File: src/rtl/s2p_pkg.sv
// Shared helpers and FSM encoding for the multi-channel serial-to-parallel master.
package s2p_pkg;

    typedef logic [1:0] s2p_state_t;

    localparam s2p_state_t ST_IDLE  = 2'd0;
    localparam s2p_state_t ST_LOAD  = 2'd1;
    localparam s2p_state_t ST_SHIFT = 2'd2;

    function automatic int clog2(input int value);
        int result;
        int rem;
        result = 0;
        rem    = value - 1;
        while (rem > 0) begin
            result = result + 1;
            rem    = rem >> 1;
        end
        return result;
    endfunction

    function automatic bit params_legal(input int nbit, input int nch,
                                        input int ld_ticks, input int filt);
        return (nbit >= 2) && (nch >= 1) && (ld_ticks >= 1) && (filt >= 1);
    endfunction

endpackage

File: src/rtl/s2p_sync_edge.sv
// Two-flop synchroniser; with RISE set, q is a one-cycle pulse on the synchronised rising edge.
module s2p_sync_edge #(
    parameter bit RISE = 1'b0
) (
    input  logic clk,
    input  logic rst_n,
    input  logic d,
    output logic q
);

    logic s1_reg;
    logic s2_reg;

    always_ff @(posedge clk or negedge rst_n) begin
        if (!rst_n) begin
            s1_reg <= 1'b0;
            s2_reg <= 1'b0;
        end else begin
            s1_reg <= d;
            s2_reg <= s1_reg;
        end
    end

    generate
        if (RISE) begin : g_rise
            logic s3_reg;
            always_ff @(posedge clk or negedge rst_n) begin
                if (!rst_n) begin
                    s3_reg <= 1'b0;
                end else begin
                    s3_reg <= s2_reg;
                end
            end
            assign q = s2_reg & ~s3_reg;
        end else begin : g_level
            assign q = s2_reg;
        end
    endgenerate

endmodule

File: src/rtl/s2p_master_mc.sv
// Drives shared sclk/sld_n onto NCH shift-register chains, captures one frame per chain
// and publishes it once FILT consecutive identical frames have been seen.
module s2p_master_mc
    import s2p_pkg::*;
#(
    parameter int NBIT     = 64,
    parameter int NCH      = 2,
    parameter int LD_TICKS = 2,
    parameter int FILT     = 2
) (
    input  logic                clk,
    input  logic                rst_n,
    input  logic                tick,
    input  logic                en,
    input  logic [NCH-1:0]      si,
    output logic                sclk,
    output logic                sld_n,
    output logic [NCH*NBIT-1:0] po,
    output logic                po_vld,
    output logic                frame_done
);

    localparam int STEP_W = (clog2(LD_TICKS + 2*NBIT) < 1) ? 1 : clog2(LD_TICKS + 2*NBIT);
    localparam int BIT_W  = clog2(NBIT);
    localparam int CNT_W  = clog2(FILT + 1);

    localparam logic [STEP_W-1:0] LD_LAST = STEP_W'(LD_TICKS - 1);
    localparam logic [STEP_W-1:0] SH_LAST = STEP_W'(2*NBIT - 1);
    localparam logic [CNT_W-1:0]  CNT_SAT = CNT_W'(FILT);

    generate
        if (!params_legal(NBIT, NCH, LD_TICKS, FILT)) begin : g_param_check
            $fatal(1, "s2p_master_mc: illegal parameter set");
        end
    endgenerate

    logic                     tick_pp;
    logic [NCH-1:0]           si_s;
    s2p_state_t               state_reg;
    logic [STEP_W-1:0]        step_reg;
    logic [STEP_W-1:0]        step_inc;
    logic [BIT_W-1:0]         bit_idx;
    logic                     sclk_reg;
    logic                     sld_n_reg;
    logic                     frame_done_reg;
    logic                     po_vld_reg;
    logic [NCH-1:0][NBIT-1:0] frame_reg;
    logic [NCH-1:0][NBIT-1:0] cand_reg;
    logic [NCH-1:0][NBIT-1:0] po_reg;
    logic [CNT_W-1:0]         match_cnt_reg;
    logic [CNT_W-1:0]         match_next;
    logic                     frame_match;

    s2p_sync_edge #(.RISE(1'b1)) u_tick_sync (
        .clk   (clk),
        .rst_n (rst_n),
        .d     (tick),
        .q     (tick_pp)
    );

    genvar gi;
    generate
        for (gi = 0; gi < NCH; gi++) begin : g_si_sync
            s2p_sync_edge #(.RISE(1'b0)) u_si_sync (
                .clk   (clk),
                .rst_n (rst_n),
                .d     (si[gi]),
                .q     (si_s[gi])
            );
        end
    endgenerate

    always_comb begin
        step_inc    = step_reg + 1'b1;
        // Odd shift steps are the sclk rises; rise n lands on frame bit n.
        bit_idx     = BIT_W'(step_inc >> 1);
        frame_match = (frame_reg == cand_reg);
        match_next  = CNT_W'(1);
        if (frame_match) begin
            match_next = (match_cnt_reg == CNT_SAT) ? CNT_SAT : match_cnt_reg + 1'b1;
        end
    end

    always_ff @(posedge clk or negedge rst_n) begin
        if (!rst_n) begin
            state_reg      <= ST_IDLE;
            step_reg       <= '0;
            sclk_reg       <= 1'b0;
            sld_n_reg      <= 1'b1;
            frame_done_reg <= 1'b0;
            frame_reg      <= '0;
        end else begin
            frame_done_reg <= 1'b0;
            if (tick_pp) begin
                case (state_reg)
                    ST_IDLE: begin
                        if (en) begin
                            state_reg <= ST_LOAD;
                            step_reg  <= '0;
                            sld_n_reg <= 1'b0;
                        end
                    end
                    ST_LOAD: begin
                        if (step_reg == LD_LAST) begin
                            state_reg <= ST_SHIFT;
                            step_reg  <= '0;
                            sld_n_reg <= 1'b1;
                        end else begin
                            step_reg <= step_inc;
                        end
                    end
                    ST_SHIFT: begin
                        if (step_reg == SH_LAST) begin
                            // Frame boundary: the only point where en is looked at.
                            sclk_reg <= 1'b0;
                            step_reg <= '0;
                            if (en) begin
                                state_reg <= ST_LOAD;
                                sld_n_reg <= 1'b0;
                            end else begin
                                state_reg <= ST_IDLE;
                            end
                        end else begin
                            step_reg <= step_inc;
                            sclk_reg <= step_inc[0];
                            if (step_inc[0]) begin
                                for (int c = 0; c < NCH; c++) begin
                                    frame_reg[c][bit_idx] <= si_s[c];
                                end
                                if (step_inc == SH_LAST) begin
                                    frame_done_reg <= 1'b1;
                                end
                            end
                        end
                    end
                    default: begin
                        state_reg <= ST_IDLE;
                        step_reg  <= '0;
                        sclk_reg  <= 1'b0;
                        sld_n_reg <= 1'b1;
                    end
                endcase
            end
        end
    end

    always_ff @(posedge clk or negedge rst_n) begin
        if (!rst_n) begin
            cand_reg      <= '0;
            match_cnt_reg <= '0;
            po_reg        <= '0;
            po_vld_reg    <= 1'b0;
        end else begin
            po_vld_reg <= 1'b0;
            if (frame_done_reg) begin
                match_cnt_reg <= match_next;
                if (!frame_match) begin
                    cand_reg <= frame_reg;
                end
                if (match_next == CNT_SAT) begin
                    po_reg     <= frame_reg;
                    po_vld_reg <= 1'b1;
                end
            end
        end
    end

    assign sclk       = sclk_reg;
    assign sld_n      = sld_n_reg;
    assign po         = po_reg;
    assign po_vld     = po_vld_reg;
    assign frame_done = frame_done_reg;

endmodule
File: config.mk
export PLATFORM = sky130hd
export DESIGN_NAME = s2p_master_mc
export DESIGN_NICKNAME = d
export VERILOG_FILES = /design/src/rtl/s2p_pkg.sv /design/src/rtl/s2p_sync_edge.sv /design/src/rtl/s2p_master_mc.sv
export SDC_FILE = /design/constraint.sdc
export NUM_CORES = 1
export LEC_CHECK = 0
export BUFFER_PORTS_ARGS = -buffer_cell sky130_fd_sc_hd__buf_4
export CAP_MARGIN = 40
export CORE_MARGIN = 2
export CORE_UTILIZATION = 65
export CTS_BUF_LIST = sky130_fd_sc_hd__clkbuf_8 sky130_fd_sc_hd__clkbuf_16
export DETAILED_ROUTE_END_ITERATION = 8
export GPL_ROUTABILITY_DRIVEN = 0
export GPL_TIMING_DRIVEN = 1
export PLACE_DENSITY_LB_ADDON = 0.2
export SKIP_LAST_GASP = 1
export SLEW_MARGIN = 10
export SYNTH_ARGS = -nofsm -noshare
export SYNTH_HDL_FRONTEND = slang
export SYNTH_SLANG_ARGS = --single-unit
File: constraint.sdc
create_clock -name clk -period 3.65 [get_ports clk]
set_clock_uncertainty 0.15 [all_clocks]
set_input_delay 0.1825 -clock clk [delete_from_list [all_inputs] [get_ports clk]]
set_output_delay 0.1825 -clock clk [all_outputs]
set_load 0.02 [all_outputs]
### Yosys cells after proc, flatten, opt, wreduce, memory -nomap -nowiden

Index checks and enable logic that the tools add are counted.

| word-level totals | value |
|---|---|
| bits in registers | 407 |
| bits of input ports | 6 |

| cells by class | value |
|---|---|
| add/sub/neg operators | 2 |
| $lt $le $gt $ge | 2 |
| equality and inequality tests | 11 |
| multiplexer cells | 28 |
| bitwise operators | 5 |
| reduce and logical (&&, ||, !) cells | 10 |

Operators with widths:

| kind | count |
|---|---|
| $bwmux W64 | 2 |
| $eq A128 B128 Y1 | 1 |
| $mux W8 | 3 |
| $pmux W8 S3 | 1 |
| $eq A8 B7 Y1 const B | 2 |
| $mux W1 | 13 |
| $mux W2 | 5 |
| $add A8 B1 Y8 const B | 1 |
| $eq A8 B1 Y1 const B | 1 |
| $reduce_and A2 Y1 | 4 |
| $reduce_and A4 Y1 | 2 |
| $lt A6 B7 Y1 const B | 1 |
| $demux W1 S6 | 1 |
| $eq A2 B2 Y1 const B | 3 |
| $ge A6 B1 Y1 const B | 1 |
| $ne A2 B2 Y1 const B | 3 |
| $pmux W2 S3 | 1 |
| $not A1 Y1 | 4 |
| $pmux W1 S3 | 1 |
| $reduce_and A3 Y1 | 1 |
| $add A2 B1 Y2 const B | 1 |
| $eq A2 B1 Y1 const B | 1 |
| $logic_not A2 Y1 | 1 |
| $pmux W1 S2 | 1 |
| other kinds (3) | 3 |

### Depth between registers and ports, before layout

| logic depth | value |
|---|---|
| depth after elaboration | 7 |
| mapped depth | 9 |
| gate-level depth less buffers | 8 |

### By module

From an unflattened synthesis, not the netlist that was laid out.

| unflattened totals | value |
|---|---|
| cell total of the unflattened synthesis | 1197 |
| area, all modules | 17261.6 um2 |

Modules (own cells, without submodules):

| module | times used | cells each | area an instance (um2) |
|---|---|---|---|
| s2p_master_mc | 1 | 1189 | 17072.6 |
| s2p_sync_edge (g_si_sync[0].u_si_sync ...) | 2 | 2 | 50.0 |
| s2p_sync_edge (u_tick_sync) | 1 | 4 | 88.8 |

### Worst setup path after synthesis

Ideal clock, no wire load.

| path | value |
|---|---|
| kind | reg2reg |
| start | register step_reg[0] |
| end | register frame_reg[19] in the netlist's numbering |
| library setup time | 127 ps |
| arrival | 2200 ps |
| path slack | 1172 ps |
| cell stages (with the launch flop) | 9 |
| path buffers | 1 |
| cell sequence | dfrtp_1 ha_1 and3_1 clkbuf_1 xnor2_2 nand2_1 o31ai_4 nand2_1 mux2_1 |

| on the way | value |
|---|---|
| cells in the longest elaborated chain, start to end | 6 |
| elaborated cells between the ends (all ways) | 10 |

Ends and longest elaborated chain:

| what | RTL line | RTL |
|---|---|---|
| start: declaration | s2p_master_mc.sv:40 | `logic [STEP_W-1:0] step_reg;` |
| start signal: assignment | s2p_master_mc.sv:109 | `step_reg <= step_inc;` |
| start signal: assignment | s2p_master_mc.sv:124 | `step_reg <= step_inc;` |
| $add A8 B1 Y8 | s2p_master_mc.sv:74 | `step_inc = step_reg + 1'b1;` |
| $lt A6 B7 Y1 (not written as such) or $ge A6 B1 Y1 (tied branches) | s2p_master_mc.sv:128 | `frame_reg[c][bit_idx] <= si_s[c];` |
| $logic_and A1 B1 Y1 (not written as such) | s2p_master_mc.sv:128 |  |
| $mux W1 (not written as such) | s2p_master_mc.sv:128 |  |
| $demux W1 S6 | s2p_master_mc.sv:128 |  |
| $bwmux W64 | s2p_master_mc.sv:128 |  |
| end signal: indexed assignment | s2p_master_mc.sv:128 |  |
| end: declaration | s2p_master_mc.sv:47 | `logic [NCH-1:0][NBIT-1:0] frame_reg;` |

Parallel ways exist; a longest one is shown, timed or not.
A chain may end at the register's enable or synchronous reset.

### Worst setup path after layout

| path | value |
|---|---|
| start | register frame_reg[107] in the netlist's numbering |
| end | register po_reg, in the netlist po[23] |

| on the way | value |
|---|---|
| cells in the longest elaborated chain, start to end | 4 |

Ends and longest elaborated chain:

| what | RTL line | RTL |
|---|---|---|
| $eq A128 B128 Y1 | s2p_master_mc.sv:77 | `frame_match = (frame_reg == cand_reg);` |
| $mux W2 | s2p_master_mc.sv:79 | `if (frame_match) begin` |
| $eq A2 B2 Y1 | s2p_master_mc.sv:160 | `if (match_next == CNT_SAT) begin` |
| $reduce_and A2 Y1 (no line) | -- |  |
| end signal: assignment | s2p_master_mc.sv:161 | `po_reg <= frame_reg;` |
| end: declaration | s2p_master_mc.sv:49 | `logic [NCH-1:0][NBIT-1:0] po_reg;` |

No other way between the ends.

==> flow_summary.toml <==
[floorplan]
core.rowCount = 60
die_w_um = 169
core-area_sq_mm = 0.0269
initial_utilization_pct = 65.8
pin_count = 138
die_y_um = 169
die_area_sq_mm = 0.0286

[cts]
clockBufferDepth = 3
cts_made_buffers = 42
clock-sinks = 407
postCtsResizedCells = 0
postCtsHoldBufs = 5
postCtsSetupRepairBufs = 0
cts_root_buf = "clkbuf_16"
cts_tree = "yes"
clock_latency_ps = 540
path_clk_slew_ps = 60
htreeDepth = 2

[finish]
ff_latch_area_sq_mm = 0.0102
n_antenna_cell = 0
nFillCells = 1615
area_delta_synth_final_pct = 16.1
final_cell_mix = "dfrtp_1, mux2_2, buf_4"
final_area_sq_mm = 0.0206
drive_above_1_share_pct = 44.5
final_common_cell = "dfrtp_1"
multi_input_comb_area_sq_mm = 0.00714
layout.nets = 1377

[worst_setup_path]
crit_top_cell = "nand4_1"
ff2ff_path_depth = 7
crit_chain = "xnor2_1 > nand4_1 > nor4_1 > nand4_1 > or3_4 > buf_12 > mux2_4"
worstPathMaxFanout = 86
worst_setup_path_start_kind = "register"
cp.required_ps = 3910
cp.buffers_inverters = 1
endpoint_kind = "register"
crit_path_top_delay_cell = "or3_4"
cpLargestDelayFamily = "simple AND/OR/NAND/NOR gates"
critical_path_depth = 7
critPathMaxStageDelay_ps = 500
crit_arrival_ps = 3700
crit_type = "reg -> reg"

[timing]
fin_crit_ps = 3440
final-max-slew-violation-count = 0
hold_viol = 0
setup-tns-final_ps = 0
tightest_slew_ps = 823
timing.final.crit_share_pct = 94.2
max_freq_mhz = 291
rsz0062_at_grt = "no"
setup_violations = 0
relSlewSlack_pct = 45.2

[route]
drtAntennaViolNets = 0
drc_errors = 0
viasPerCell = 5.91
drtIter0Drc = 734
vias = 10252
wl_um = 39500
wl_per_cell_um = 22.8
drt_first_pass_iters = 5

[power_and_ir_drop]
p_per_area_mw_per_mm2 = 450
ir_worst_vdd_v = 0.000372
p_leak_nw = 10.6

[global_routing]
grt_max_degree = 97
grt_pass1_vias = 10419
grt_use_total_pct = 28.1
antenna_found_initial = 0
grt_overflow = 0
grt_pass1_wl_um = 60800

[logic_synthesis]
ys_types = 47
syn_inst = 1204
synthFlopType = "dfrtp_1"
async_flop_share_pct = 100
synthesis.area_sq_mm = 0.0177
synth_seq_cells = 407
synth_edf_count = 0
synth_seq_area_share_pct = 57.6
synth_nets = 1218
syn-mean-instance-area_sq_um = 14.7
yosysWarnings = 0

[worst_hold_path]
min_path_type = "in -> async"

[placement]
hpwl_um = 26400
port_buffers = 137
placed_cell_area_sq_mm = 0.0191

[flow_run]
maxCapViolCount = 0

[status]
status = "completed"
==> where the power goes <==
| part | leakage, nW | switching (mW) | internal (mW) |
|---|---|---|---|
| combinational | 4.20 | 0.305 | 0.154 |
| clock | 0.716 | 1.70 | 2.45 |
| sequential | 5.66 | 0.0659 | 4.57 |
==> metal layers <==
| layer | GRT usage [%] | share of wire [%] | wire length [um] | vias up |
|---|---|---|---|---|
| met3 | 4.16 | 5.0 | 1960 | 73 |
| met1 | 40.9 | 45 | 17700 | 5335 |
| met4 | 9.36 | 3.1 | 1220 | 0 |
| li1 | - | - | - | 4555 |
| met2 | 44.2 | 47 | 18600 | 289 |
| met5 | 0 | 0 | 0 | - |
==> path summary, 6_finish.rpt <==
path | to | from | slack [ps]
setup / recovery | po[23] | frame_reg[107] | 210
hold / removal | cand_reg[95] | rst_n | 80
setup reg to reg | po[23] | frame_reg[107] | 210
hold reg to reg | g_si_sync[1].u_si_sync.q | g_si_sync[1].u_si_sync.s1_reg | 200
max in group asynchronous | po[62] | rst_n | 2210
min in group clk | u_tick_sync.s1_reg | tick | 160
==> Yosys cell counts, types with 3 or more instances <==
master | count | area share, %
dfrtp_1 | 406 | 57
mux2_2 | 277 | 18
xnor2_1 | 132 | 6.5
mux2_4 | 100 | 8.5
nand2_1 | 64 | 1.4
nand4_1 | 35 | 1.2
buf_2 | 22 | 0.62
nor3_1 | 18 | 0.51
nor2_1 | 17 | 0.36
clkbuf_1 | 15 | 0.32
buf_6 | 13 | 0.83
inv_1 | 13 | 0.28
o21ai_0 | 10 | 0.28
mux2_1 | 9 | 0.57
nand3_1 | 9 | 0.25
nor4_1 | 9 | 0.32
ha_1 | 8 | 0.57
o31ai_1 | 4 | 0.17
a21oi_1 | 3 | 0.085
buf_1 | 3 | 0.064
nand2b_1 | 3 | 0.11
xor2_1 | 3 | 0.15
==> area by class of cell <==
cell class / instances / share of cell area, %
clock inverters: 22 / 0.840
flip-flops and latches: 407 / 49.6
clock buffers: 52 / 5.78
inverters: 13 / 0.237
repair buffers: 169 / 6.76
multi-input cells: 730 / 34.7
well taps: 341 / 2.08
==> stage by stage <==
stage	instances	util (%)	hold slack (ps)	setup WS (ps)	power, mW
final	1734	76.5	77.2	210	9.24
after global placement	1655	71.2	56.9	470	5.15
after CTS	1734	76.5	99.2	352	9.30
after global routing	1734	76.5	129	162	9.54
after floorplan	1204	-	-263	1170	4.93
after detailed placement	1655	71.2	63.0	367	5.16
==> cell families after synthesis <==
group | share of synthesized area (%)
fa+ha+maj | 0.566
flops | 57.6
xor+xnor | 6.87
compound gates | 1.41
buf+inv | 2.15
simple gates | 4.72
mux | 26.7
Note: power is estimated with default switching activity, not from simulation.
